File: src/rtl/uart_tx_sched.sv
// uart_tx_sched: round-robin scheduler sharing one UART transmitter and baud generator; `UART_SCHED_TIMEOUT_EN adds a WAIT watchdog
module uart_tx_sched #(
    parameter int         SETTLE_CYC  = 4,
    parameter logic [1:0] RESET_RATE  = 2'd3,
    parameter int         TIMEOUT_CYC = 50000
) (
    input  logic       clk,
    input  logic       reset_n,
    input  logic       req0_valid,
    input  logic [7:0] req0_data,
    input  logic [1:0] req0_rate,
    output logic       req0_ready,
    input  logic       req1_valid,
    input  logic [7:0] req1_data,
    input  logic [1:0] req1_rate,
    output logic       req1_ready,
    output logic [1:0] bd_rate,
    output logic       tx_start,
    output logic [7:0] tx_data,
    input  logic       tx_busy,
    input  logic       tx_done,
    output logic       grant_id,
    output logic       active,
    output logic       err
);
    typedef enum logic [1:0] {IDLE, SETTLE, START, WAIT} state_t;
    state_t state, state_nx;
    logic rr, grant, take, timeout;
    logic [1:0] sel_rate;
    logic [15:0] cnt;

    if (SETTLE_CYC < 0 || SETTLE_CYC > 255 || TIMEOUT_CYC < 2 || TIMEOUT_CYC > 65535) begin : g_bad_param
        $error("uart_tx_sched: parameter out of range");
    end

    assign grant = (req0_valid && req1_valid) ? rr : req1_valid;
    assign take = reset_n && state == IDLE && (req0_valid || req1_valid);
    assign sel_rate = grant ? req1_rate : req0_rate;
    assign req0_ready = take && !grant;
    assign req1_ready = take && grant;
    assign tx_start = reset_n && state == START && !tx_busy;
    assign active = reset_n && state != IDLE;

`ifdef UART_SCHED_TIMEOUT_EN
    logic err_q;
    // tx_done in the expiry cycle completes normally and suppresses the abort
    assign timeout = state == WAIT && !tx_done && cnt == 16'(TIMEOUT_CYC - 1);
    always_ff @(posedge clk) err_q <= reset_n && timeout;
    assign err = reset_n && err_q;
`else
    assign timeout = 1'b0;
    assign err = 1'b0;
`endif

    always_comb begin
        state_nx = state;
        case (state)
            IDLE:    if (take) state_nx = (sel_rate != bd_rate && SETTLE_CYC != 0) ? SETTLE : START;
            SETTLE:  if (cnt == 16'(SETTLE_CYC - 1)) state_nx = START;
            START:   if (!tx_busy) state_nx = WAIT;
            WAIT:    if (tx_done || timeout) state_nx = IDLE;
            default: state_nx = IDLE;
        endcase
    end

    // cnt restarts on every state change, so it times both SETTLE and WAIT
    always_ff @(posedge clk) begin
        if (!reset_n) begin
            state <= IDLE;
            bd_rate <= RESET_RATE;
            tx_data <= '0;
            grant_id <= 1'b0;
            rr <= 1'b0;
            cnt <= '0;
        end else begin
            state <= state_nx;
            cnt <= (state_nx != state) ? '0 : cnt + 16'd1;
            if (take) begin
                tx_data <= grant ? req1_data : req0_data;
                grant_id <= grant;
                rr <= !grant;
                bd_rate <= sel_rate;
            end
        end
    end
endmodule

File: config.mk
export PLATFORM = sky130hd
export DESIGN_NAME = uart_tx_sched
export DESIGN_NICKNAME = d
export VERILOG_FILES = /design/src/rtl/uart_tx_sched.sv
export SDC_FILE = /design/constraint.sdc
export NUM_CORES = 1
export LEC_CHECK = 0
export CELL_PAD_IN_SITES_DETAIL_PLACEMENT = 0
export CELL_PAD_IN_SITES_GLOBAL_PLACEMENT = 1
export CORE_UTILIZATION = 44
export CTS_BUF_LIST = sky130_fd_sc_hd__clkbuf_16
export CTS_CLUSTER_DIAMETER = 80
export CTS_CLUSTER_SIZE = 10
export DETAILED_ROUTE_END_ITERATION = 8
export DONT_BUFFER_PORTS = 1
export PLACE_DENSITY_LB_ADDON = 0.1
export SYNTH_ARGS = -nofsm -noshare
export SYNTH_HDL_FRONTEND = slang
export SYNTH_SLANG_ARGS = --single-unit
export TNS_END_PERCENT = 5
File: constraint.sdc
create_clock -name clk -period 1.8 [get_ports clk]
set_input_delay 0.27 -clock clk [delete_from_list [all_inputs] [get_ports clk]]
set_output_delay 0.27 -clock clk [all_outputs]
set_load 0.05 [all_outputs]
Yosys cells after proc, flatten, opt, wreduce, memory -nomap -nowiden. Cells that the tools add are included.

Register bits: 30.

Multiplexer cells: 9. Add/sub/neg operators: 1. Reduce and logical (&&, ||, !) cells: 14. Bitwise operators: 1. Equal/unequal tests: 6.

Operators with widths (number): $add A16 B1 Y16 const B (1); $eq A16 B2 Y1 const B (1); $mux W2 (6); $logic_and A1 B1 Y1 (8); $mux W8 (1); $pmux W2 S4 (1); $eq A2 B2 Y1 const B (2); $ne A2 B2 Y1 (2); $eq A2 B1 Y1 const B (1); $logic_not A1 Y1 (2); $logic_not A2 Y1 (1); $reduce_bool A2 Y1 (1); $reduce_or A2 Y1 (1); $logic_or A1 B1 Y1 (1); $mux W1 (1); $not A1 Y1 (1).

Logic depth before layout (Yosys ltp). Gate-level depths: netlist of run 1.

Word-level depth: 9. Depth in mapped cells: 6. Gate-level depth less buffers: 6.

Worst setup path after synthesis of run 1. OpenSTA, ideal clock, no wires.

Kind: reg2out. From: register state[1]. To: output tx_start. Required time: 1.530 ns. Path buffers: 0. Slack: -0.562 ns. Stages on the path, launching flop included: 2. Data arrival time: 2.092 ns. Cells stage by stage: dfxtp_1 nor4b_1.

Longest elaborated chain between the ends: 3.

RTL lines: start, declared (RTL line 27) `state_t state, state_nx;`; start signal, assigned (RTL line 76) `state <= state_nx;`; $eq A2 B2 Y1 (RTL line 41) `assign tx_start = reset_n && state == START && !tx_busy;`; $logic_and A1 B1 Y1 (2 in series) (RTL line 41); end, declared (RTL line 18) `output logic tx_start,`.

Every way passes these cells.

Worst setup path after layout of run 1.
From: register rr. To: output req1_ready.

Longest elaborated chain between the ends: 2.

RTL lines: start, declared (RTL line 28) `logic rr, grant, take, timeout;`; start signal, assigned (RTL line 81) `rr <= !grant;`; $mux W1 (RTL line 36) `assign grant = (req0_valid && req1_valid) ? rr : req1_valid;`; $logic_and A1 B1 Y1 (RTL line 40) `assign req1_ready = take && grant;`; end, declared (RTL line 16) `output logic req1_ready,`.

Every way passes these cells.

==> summary.md, run 1 <==
| Metric | Value |
|---|---|
| Clock buffer count from CTS | `5` |
| Synthesized area per cell | `~8.3 um2` |
| Post-route cell area | `1740 um2` |
| Yosys top cell by area | `dfxtp_1` |
| Row cnt | `20` |
| Clk sinks | `30` |
| Maximum VDD drop | `0.598 mV` |
| Max-slew headroom | `about two thirds` |
| Synthesis Warnings | `0` |
| Most used DFF post-synth | `dfxtp_1` |
| Starting DRT DRC Count | `44` |
| Core area | `between 3000 and 4000 um2` |
| Overall die width | `a little under 60 um` |
| Synth top area share | `around 42%` |
| Syn nets | `around 200` |
| Crit Path Class | `flip-flop to output port` |
| Fin crit share | `91.9%` |
| Worst clock skew | `about 0.0044 ns` |
| Count of cell types in the netlist | `37` |
| Clock Path Buffers | `2` |
| Final ANT Viol Nets | `0` |
| Later-pin clock latency in the skew report | `approximately 0.27 ns` |
| Mapped cell area | `around 1400 um2` |
| Worst r2r path cells | `6` |
| Share of layout cells above drive strength 1 | `about an eighth` |
| DR DRC count | `0` |
| Nets | `214` |
| Port bufs | `0` |
| DP Area | `approximately 1600 um2` |
| Sequential area share after synthesis | `around 42%` |
| # IOs | `42` |
| Diodes inserted | `0` |
| Hpwl dp | `around 2200 um` |
| CTS clk-pin slew, worst paths | `approximately 0.05 ns` |
| Hold Path Cell Cnt | `1` |
| CP endpoint kind | `output port` |
| Crit-path max FO | `13` |
| Min Tclk post-route | `roughly 1.7 ns` |
| Max-Cap Viols | `0` |
| Hold buffers post-CTS | `0` |
| Final Wtd Congestion | `~0.77` |
| Total track usage | `between 10% and 20%` |
| CP arrival | `about 1.4 ns` |
| First-pass GRT wire length | `4970 um` |
| Slew @ Worst Pin | `about 0.53 ns` |
| Final WL | `between 3000 and 4000 um` |
| Drt first pass iters | `4` |
| Post-synth ARST share | `0%` |
| Final core occ | `56.5%` |
| Total Power | `2.44 mW` |
| Post-Syn Instances | `175` |
| Final slew viol count | `0` |
| CTS tree | `done` |
| Initial antenna violation count | `0` |
| Status | `complete, no violations` |
| Setup-failing EPs final | `0` |
| Seq cells post-synth | `30` |
| Hold Path Class | `input pin to flip-flop` |
| Commonest cells in the netlist | `nor2_1, dfxtp_1, nand2_1, nand3_1, xnor2_1` |
| Grt ovf | `0` |
| Hold Vio Cnt, Final | `0` |
| Static Leak | `between 0.6 and 0.7 nW` |
| Pin count of the biggest net entering global routing | `20` |
| Top cells by area, synth | `dfxtp_1, nor2_1, xnor2_1, a311oi_1, nand3_1` |
| Starting Density | `around 47%` |
| CTS H-tree lvls | `2` |
| Vias in the first global route | `~1.2k` |
| Worst path required time | `roughly 1.5 ns` |
| Die Y-Extent | `approximately 60 um` |
| Vias per std cell | `approximately 5.3` |
| Fmax achieved | `around 600 MHz` |
| Most common cell in the netlist | `nor2_1` |
| DIE AREA | `approximately 3500 um2` |
| Avg WL per Cell | `between 10 and 15 um` |
| Clock root buffer | `clkbuf_16` |
| Number of enable flip-flop cells after synthesis | `0` |
| Vias | `1,228` |
| PwrDens | `1400 nW/um2` |
| Critical Path Start Type | `flip-flop` |
| Synth-to-Final Area Change | `20.5%` |
layer usage:
metal	share of wire, %	vias to the layer above	track usage, %
li1	-	631	-
met1	41	557	19.7
met2	50	36	33.5
met3	7.8	4	8.73
met4	1.1	0	11.2
met5	0	-	0
state kept, by name, summed over array words and instances, names as in the netlist:
register  cells
grant_id      1
rr            1
tx_data       8
state         2
bd_rate       2
cnt          16
worst max-delay path, cell delays in order (launching register included):
cell	delay (ns)
dfxtp_1	0.31
nand2b_1	0.13
buf_4	0.19
nand2_1	0.14
nor2_1	0.12
buf_4	0.22
final timing paths:
| path | startpoint | endpoint | slack, ns |
|---|---|---|---|
| min reg2reg | cnt[0] | cnt[0] | 0.46 |
| min | reset_n | bd_rate[0] | 0.11 |
| max | rr | req1_ready | 0.14 |
| max reg2reg | cnt[0] | cnt[3] | 0.17 |
cell families (layout without fill, tap and decap cells):
family	Yosys count	count (layout)	synth area share (%)
buffers and inverters	14	26	4.68
other	1	1	0.260
flip-flops	30	30	41.6
XOR/XNOR	14	14	8.49
AND/OR/NAND/NOR	89	89	29.6
adder cells (fa/ha/maj)	1	1	0.866
multiplexers	1	1	0.693
AO/OA/AOI/OAI	25	25	13.9
per-stage QoR:
stage               hold slack [ns]  TNS [ns]  cells  setup slack, ns
floorplan                     0.384    -0.302    175           -0.115
global placement              0.389         0    223            0.194
detailed placement            0.392         0    223            0.134
CTS                           0.102         0    230           0.0209
global route                  0.113  -0.00558    231         -0.00415
finish                        0.110         0    231            0.145
where the power goes:
group          total, mW  switching (mW)  internal (mW)  leakage [nW]
clock network      0.910           0.272          0.638        0.0773
registers          0.949           0.195          0.754         0.245
logic              0.583           0.365          0.219         0.334
placed cells by master (no fill, tap or decap), types with 3 or more instances in the layout:
master / Yosys / routed
clkbuf_16: 0 / 5
xnor2_1: 9 / 9
nand2_1: 16 / 16
nand3_1: 12 / 12
buf_4: 1 / 12
nor3_1: 3 / 3
nor2_1: 35 / 34
nand2b_1: 4 / 4
and3_1: 5 / 5
inv_1: 6 / 6
a21oi_1: 4 / 4
o21ai_0: 4 / 4
nand4_1: 4 / 4
xor2_1: 5 / 5
a311oi_1: 8 / 8
dfxtp_1: 30 / 30
repair_timing:
item,in CTS,in global routing
setup endpoints to repair,0,18
resized for setup,0,2
buffers inserted,0,1
final cells by class:
type | instances | area (um2)
multi-input combinational | 131 | 793
sequential | 30 | 601
clock inverter | 2 | 33.8
tap | 44 | 55.1
inverter | 6 | 22.5
timing repair buffer | 13 | 110
fill | 289 | 1340
clock buffer | 5 | 125
(Power assumes the default switching activity.)
==> run 2: changes to the inputs <==
--- a/config.mk
+++ b/config.mk
@@ -7,8 +7,8 @@
 export LEC_CHECK = 0
 export CELL_PAD_IN_SITES_DETAIL_PLACEMENT = 0
 export CELL_PAD_IN_SITES_GLOBAL_PLACEMENT = 1
+export CORE_MARGIN = 2
 export CORE_UTILIZATION = 44
-export CTS_BUF_LIST = sky130_fd_sc_hd__clkbuf_16
 export CTS_CLUSTER_DIAMETER = 80
 export CTS_CLUSTER_SIZE = 10
 export DETAILED_ROUTE_END_ITERATION = 8
==> run 2 against run 1 <==
Compared with the run above:
- non-clock buffer count decreased by 1
- routed wire length increased by 2.8%
- critical path depth fell by 1
- largest power group unchanged
- die area increased by 6.9%
- combinational power rose by 1%
- maximum frequency fell by 2.5%
- sequential cell count stayed put
- total power shrank 20%
==> summary.md, run 2 (synthesis results as in run 1) <==
| Metric | Value |
|---|---|
| Status | `complete, no violations` |
| Hold Path Class | `input pin to flip-flop` |
| Final core occ | `53.1% (-3.5 points)` |
| Slew @ Worst Pin | `0.532 ns (+0.00660 ns)` |
| Worst r2r path cells | `6 (unchanged)` |
| Hold buffers post-CTS | `0 (unchanged)` |
| Worst clock skew | `0.00417 ns (-0.000184 ns)` |
| Biggest register | `cnt` |
| Hold_ws | `0.0493 ns (-0.0606 ns)` |
| Final ANT Viol Nets | `0 (unchanged)` |
| Crit-path max FO | `8 (-5)` |
| Largest regs | `cnt x16, tx_data x8` |
| CTS H-tree lvls | `2 (unchanged)` |
| Met2 usage | `29.0% (-4.5 points)` |
| Final WL | `3100 um (+2.8%)` |
| PwrDens | `1200 nW/um2 (-15%)` |
| Starting Density | `46.9% (unchanged)` |
| Crit Path Class | `flip-flop to output port` |
| Vias | `1,230 (+0.16%)` |
| Later-pin clock latency in the skew report | `0.32 ns (+0.05 ns)` |
| Port bufs | `0 (unchanged)` |
| Min Tclk post-route | `1.70 ns (+0.0425 ns)` |
| Initial antenna violation count | `0 (unchanged)` |
| Worst reg2reg startpoint | `cnt[1]` |
| Critical Path Start Type | `flip-flop` |
| Synth-to-Final Area Change | `13.2%` |
| Hpwl dp | `2260 um (+0.91%)` |
| Multi-input logic area | `801 um2 (+0.95%)` |
| Placed cells | `223 (unchanged)` |
| Avg WL per Cell | `13.4 um (+2.8%)` |
| Total track usage | `18.7% (-0.90 points)` |
| Starting DRT DRC Count | `62 (+41%)` |
| Row cnt | `20 (unchanged)` |
| CTS tree | `done` |
| Max-slew headroom | `64.5% (-0.44 points)` |
| First-pass GRT wire length | `5060 um (+1.9%)` |
| Die Y-Extent | `61.3 um (+3.4%)` |
| Drt first pass iters | `4 (unchanged)` |
| DIE AREA | `3760 um2 (+6.9%)` |
| Post-CTS setup buffer count | `0 (unchanged)` |
| Pin count of the biggest net entering global routing | `20 (unchanged)` |
| DP Area | `1550 um2 (-0.80%)` |
| Total Power | `1.96 mW (-20%)` |
| DR DRC count | `0 (unchanged)` |
| Seq. cell area | `602 um2 (+0.21%)` |
| Setup-failing EPs final | `0 (unchanged)` |
| GR peak layer | `met2` |
| Final slew viol count | `0 (unchanged)` |
| Vias in the first global route | `1,157 (-2.0%)` |
| Clock buffer count from CTS | `5 (unchanged)` |
| # IOs | `42 (unchanged)` |
| Fin crit share | `94.3% (+2.4 points)` |
| Maximum VDD drop | `0.592 mV (-1.0%)` |
| Clk sinks | `30 (unchanged)` |
| CP endpoint kind | `output port` |
| RSZ-0062 raised after global routing | `no` |
| Worst path required time | `1.53 ns (about the same)` |
| Overall die width | `61.3 um (+3.4%)` |
| Core area | `3080 um2 (unchanged)` |
| CTS clk-pin slew, worst paths | `0.09 ns (+0.04 ns)` |
| Grt ovf | `0 (unchanged)` |
| Most frequent cells in the layout | `nor2_1, dfxtp_1, nand2_1` |
| Largest register FFs | `16 (unchanged)` |
| CP arrival | `1.43 ns (+0.04 ns)` |
| HP Start | `reset_n` |
| Hold Vio Cnt, Final | `0 (unchanged)` |
| Max-Cap Viols | `0 (unchanged)` |
| Static Leak | `0.606 nW (-7.7%)` |
| Most common cell after layout, fill and taps aside | `nor2_1` |
| Diodes inserted | `0 (unchanged)` |
| Nets | `213 (-0.47%)` |
| Non-Filler Instances | `231 (unchanged)` |
| Hold Path Cell Cnt | `1 (unchanged)` |
| Clock Path Buffers | `2 (unchanged)` |
| Clock root buffer | `clkbuf_4` |
| Final Wtd Congestion | `0.761 (-0.73%)` |
| Worst Setup SP | `state[1]` |
| Grt met1 use | `22.6% (+2.9 points)` |
| Fillers | `307 (+6.2%)` |
| Share of layout cells above drive strength 1 | `14.4% (+1.1 points)` |
| Vias per std cell | `5.32 (+0.16%)` |
| Fmax achieved | `589 MHz (-2.5%)` |
| M3 GR Usage | `7.35% (-1.4 points)` |
| Post-route cell area | `1630 um2 (-6.1%)` |
==> run 2: final timing paths <==
kind,slack [ns],endpoint
max reg2reg,0.18,cnt[5]
min,0.05,bd_rate[0]
min reg2reg,0.44,cnt[0]
max,0.10,req0_ready
==> run 2: metrics by stage <==
stage	setup slack [ns]	TNS, ns
after floorplan	-0.115	-0.302
after global placement	0.158	0
after detailed placement	0.0875	0
after CTS	0.0516	0
after global routing	0.0137	0
final	0.102	0
==> run 2: worst max-delay path, stage by stage, from the launching register on <==
cell,delay (ns)
dfxtp_1,0.42
nor2_4,0.17
o211ai_4,0.15
a21oi_1,0.15
buf_4,0.21
==> run 2: where the power goes <==
group	total, mW	internal [mW]	switching, mW
clock	0.419	0.189	0.230
sequential	0.946	0.752	0.194
combinational	0.590	0.214	0.376
total	1.96	1.16	0.800
==> run 2: layer usage <==
| metal | part of all wire [%] | wire length, um | vias up |
|---|---|---|---|
| met4 | 1.3 | 40 | 0 |
| met1 | 43 | 1340 | 560 |
| met2 | 49 | 1520 | 32 |
| met5 | 0 | 0 | - |
| met3 | 6.3 | 195 | 5 |
| li1 | - | - | 633 |
==> run 2: layout make-up <==
class / instances / share of cell area, %
Multi-Input combinational cell: 131 / 49.0
Sequential cell: 30 / 36.8
Timing Repair Buffer: 12 / 5.74
Clock buffer: 7 / 3.37
Tap cell: 44 / 3.37
Inverter: 6 / 1.38
Clock inverter: 1 / 0.306
==> run 2: repair_timing <==
action | CTS | global route
pin swaps | 0 | 0
endpoints found under the hold margin | 0 | 0
resized for setup | 2 | 4
setup endpoints to repair | 2 | 18
==> run 3: changes to the inputs <==
--- a/config.mk
+++ b/config.mk
@@ -5,6 +5,7 @@
 export SDC_FILE = /design/constraint.sdc
 export NUM_CORES = 1
 export LEC_CHECK = 0
+export ABC_AREA = 1
 export CELL_PAD_IN_SITES_DETAIL_PLACEMENT = 0
 export CELL_PAD_IN_SITES_GLOBAL_PLACEMENT = 1
 export CORE_MARGIN = 2
@@ -13,7 +14,8 @@
 export CTS_CLUSTER_SIZE = 10
 export DETAILED_ROUTE_END_ITERATION = 8
 export DONT_BUFFER_PORTS = 1
-export PLACE_DENSITY_LB_ADDON = 0.1
+export GPL_TIMING_DRIVEN = 0
+export PLACE_DENSITY_LB_ADDON = 0.15
 export SYNTH_ARGS = -nofsm -noshare
 export SYNTH_HDL_FRONTEND = slang
 export SYNTH_SLANG_ARGS = --single-unit
==> run 3 against run 2 <==
Compared with the run above:
- largest cell class unchanged
- sequential power decreased by 9.7%
- critical path depth is 1 lower
- synthesized area up 11%
==> summary.md, run 3 <==
| Metric | Value |
|---|---|
| Main combinational cell family by area after synthesis | `simple AND/OR/NAND/NOR gates` |
| Biggest register | `cnt` |
| Final WL | `3570 um (+15%)` |
| Placed cells | `262 (+17%)` |
| Crit-path max cell delay | `0.42 ns (about the same)` |
| Overall die width | `64.2 um (+4.8%)` |
| Post-synthesis mux area share | `0% (-0.69 points)` |
| PwrDens | `978 nW/um2 (-18%)` |
| Syn nets | `243 (+20%)` |
| Crit Path Class | `flip-flop to output port` |
| Core area | `3420 um2 (+11%)` |
| Row cnt | `21 (+5.0%)` |
| Met2 usage | `32.7% (+3.7 points)` |
| Share of layout cells above drive strength 1 | `22.5% (+8.1 points)` |
| Initial antenna violation count | `0 (unchanged)` |
| Sequential area share after synthesis | `37.6% (-4.0 points)` |
| Worst path required time | `1.53 ns (about the same)` |
| Mapped cell area | `1600 um2 (+11%)` |
| Grt ovf | `0 (unchanged)` |
| CP max-delay cell | `a21oi_4` |
| Min Tclk post-route | `1.75 ns (+0.0487 ns)` |
| CP endpoint kind | `output port` |
| Reg power frac | `46.1% (-2.3 points)` |
| Diodes inserted | `0 (unchanged)` |
| Max-slew headroom | `62.6% (-1.9 points)` |
| WHS Endpoint | `bd_rate[0]` |
| Nets | `257 (+21%)` |
| Crit path max-delay family | `compound AO/OA/AOI/OAI gates` |
| Clock root buffer | `clkbuf_4` |
| Largest register FFs | `16 (unchanged)` |
| Crit path cell chain | `nor2_2, nand2_4, a21oi_4` |
| DR DRC count | `0 (unchanged)` |
| Sw power | `0.670 mW (-16%)` |
| Slew @ Worst Pin | `0.561 ns (+0.0281 ns)` |
| Post-synth ARST share | `0% (unchanged)` |
| Simple-Gate Fraction of Synth Area | `38.0% (+8.5 points)` |
| Hpwl dp | `2560 um (+13%)` |
| GR peak layer | `met2` |
| Most common cell after layout, fill and taps aside | `nand2_1` |
| Hold_ws | `0.0278 ns (-0.0215 ns)` |
| Static Leak | `0.724 nW (+20%)` |
| Commonest cells in the netlist | `nand2_1, dfxtp_1, nor2_1, inv_1, nand3_1` |
| Vias per std cell | `5.02 (-5.8%)` |
| Post-synthesis adder-cell area fraction | `0.784% (-0.083 points)` |
| Grt met1 use | `20.8% (-1.9 points)` |
| Synthesized area per cell | `7.39 um2 (-10%)` |
| Drt first pass iters | `4 (unchanged)` |
| Hold Path Cell Cnt | `1 (unchanged)` |
| Final Wtd Congestion | `0.797 (+4.7%)` |
| Fmax achieved | `573 MHz (-2.8%)` |
| Port bufs | `0 (unchanged)` |
| Pin count of the biggest net entering global routing | `11 (-45%)` |
| Worst clock skew | `0.00589 ns (+0.00172 ns)` |
| Setup-failing EPs final | `0 (unchanged)` |
| Top cells by area, synth | `dfxtp_1, nand2_1, nor2_4, nor2_1, nand3_1` |
| Most frequent cells in the layout | `nand2_1, dfxtp_1, nor2_1` |
| Synthesis Warnings | `0 (unchanged)` |
| R2R Setup Slk | `0.08 ns (-0.10 ns)` |
| Avg WL per Cell | `12.9 um (-3.8%)` |
| Vias in the first global route | `1,360 (+18%)` |
| Yosys top cell by area | `dfxtp_1` |
| Final slew viol count | `0 (unchanged)` |
| CTS tree | `done` |
| Fin crit share | `97.0% (+2.7 points)` |
| Starting Density | `46.7% (-0.17 points)` |
| HP Start | `reset_n` |
| Synth-to-Final Area Change | `18.7%` |
| Sw frac | `36.1% (-4.8 points)` |
| M3 GR Usage | `6.69% (-0.66 points)` |
| Worst r2r path cells | `13 (+7)` |
| Synth Area in XOR/XNOR | `7.68% (-0.81 points)` |
| Compound-Gate Fraction of Synth Area | `7.45% (-6.4 points)` |
| DIE AREA | `4130 um2 (+9.9%)` |
| Die Y-Extent | `64.2 um (+4.8%)` |
| Vias | `1,390 (+13%)` |
| Worst reg2reg startpoint | `cnt[0]` |
| Starting DRT DRC Count | `64 (+3.2%)` |
| Combinational share of power | `25.1% (-5.1 points)` |
| Most used DFF post-synth | `dfxtp_1` |
| Clock buffer count from CTS | `5 (unchanged)` |
| Most common cell in the netlist | `nand2_1` |
| Final ANT Viol Nets | `0 (unchanged)` |
| CP arrival | `1.48 ns (+0.05 ns)` |
| Buf/Inv on CP | `0 (-1)` |
| Seq cells post-synth | `30 (unchanged)` |
| RSZ-0062 raised after global routing | `yes` |
| Worst R2R End | `cnt[8]` |
| Hold Path Class | `input pin to flip-flop` |
| Total track usage | `18.5% (-0.21 points)` |
| Final core occ | `55.5% (+2.4 points)` |
| Non-Filler Instances | `277 (+20%)` |
| # IOs | `42 (unchanged)` |
| First-pass GRT wire length | `5980 um (+18%)` |
| Maximum VDD drop | `0.397 mV (-33%)` |
| Power share of the clock group | `28.8% (+7.4 points)` |
| Clk sinks | `30 (unchanged)` |
| CTS H-tree lvls | `2 (unchanged)` |
| Largest regs | `cnt x16, tx_data x8` |
| Synth top area share | `37.6% (-4.0 points)` |
| Status | `complete, no violations` |
| Hold Vio Cnt, Final | `0 (unchanged)` |
| Clock Path Buffers | `2 (unchanged)` |
| Crit-path max FO | `9 (+1)` |
| Post-Syn Instances | `216 (+23%)` |
| Number of enable flip-flop cells after synthesis | `0 (unchanged)` |
| Later-pin clock latency in the skew report | `0.33 ns (about the same)` |
| Max-Cap Viols | `0 (unchanged)` |
| Pint | `1.18 mW (+2.5%)` |
| Critical Path Start Type | `flip-flop` |
| Count of cell types in the netlist | `27 (-27%)` |
| CTS clk-pin slew, worst paths | `0.10 ns (about the same)` |
run 3: worst max-delay path by stage:
| stage | cells after the start | endpoint | from | slack, ns |
|---|---|---|---|---|
| after floorplan | 3 | tx_start | state[0] | 0.004 |
| after global placement | 3 | tx_start | state[0] | -0.07 |
| after detailed placement | 3 | tx_start | state[0] | -0.10 |
| after CTS | 3 | req1_ready | state[1] | -0.04 |
| after global routing | 13 | cnt[8] | cnt[1] | -0.06 |
| final | 3 | req0_ready | state[1] | 0.05 |
run 3: logic make-up (layout without fill, tap and decap cells):
family,Yosys count,after routing
fa+ha+maj,1,1
other cells,1,1
buf+inv,29,42
flops,30,30
compound gates,20,21
xor+xnor,14,14
simple gates,121,122
run 3: power groups by stage:
stage	clock network [mW]	registers (mW)	logic, mW
after floorplan	0	0.846	0.312
after global placement	0	0.855	0.352
after detailed placement	0	0.858	0.362
after CTS	0.545	0.843	0.380
after global routing	0.586	0.862	0.513
final	0.534	0.854	0.465
run 3: metal layers:
metal / routed length (um) / vias to the layer above
li1: - / 715
met5: 0 / -
met1: 1500 / 636
met2: 1830 / 33
met3: 197 / 6
met4: 47 / 0
run 3: worst reg2reg max path: cells and delay by family (launching register included):
| family | cells | cell delay, ns |
|---|---|---|
| and+or+nand+nor | 9 | 0.68 |
| buffers and inverters | 2 | 0.22 |
| AOI/OAI and AO/OA | 1 | 0.20 |
| DFF | 1 | 0.38 |
| adders and majority gates | 1 | 0.14 |
run 3: what timing repair did:
item / CTS / global route
pin swaps: 0 / 7
endpoints found under the hold margin: 0 / 1
hold buffers: 0 / 1
setup buffers: 0 / 3
setup endpoints to repair: 23 / 18
cloned: 1 / 2
resized for setup: 7 / 13
run 3: per-stage QoR:
| step | TNS (ns) | power (mW) | worst slack, ns | instance area (um2) |
|---|---|---|---|---|
| global route | -0.616 | 1.96 | -0.0641 | 1890 |
| finish | 0 | 1.85 | 0.0537 | 1890 |
| floorplan | 0 | 1.16 | 0.00390 | 1600 |
| detailed placement | -0.593 | 1.22 | -0.100 | 1650 |
| CTS | -0.0805 | 1.77 | -0.0448 | 1780 |
| global placement | -0.0954 | 1.21 | -0.0707 | 1650 |
run 3: final cells by class:
class / instances / area, um2
multi-input combinational: 159 / 950
clock buffer: 5 / 37.5
clock inverter: 3 / 40.0
buffer: 5 / 40.0
sequential: 30 / 608
timing repair buffer: 5 / 70.1
inverter: 24 / 91.3
tap: 46 / 57.6
fill: 326 / 1520
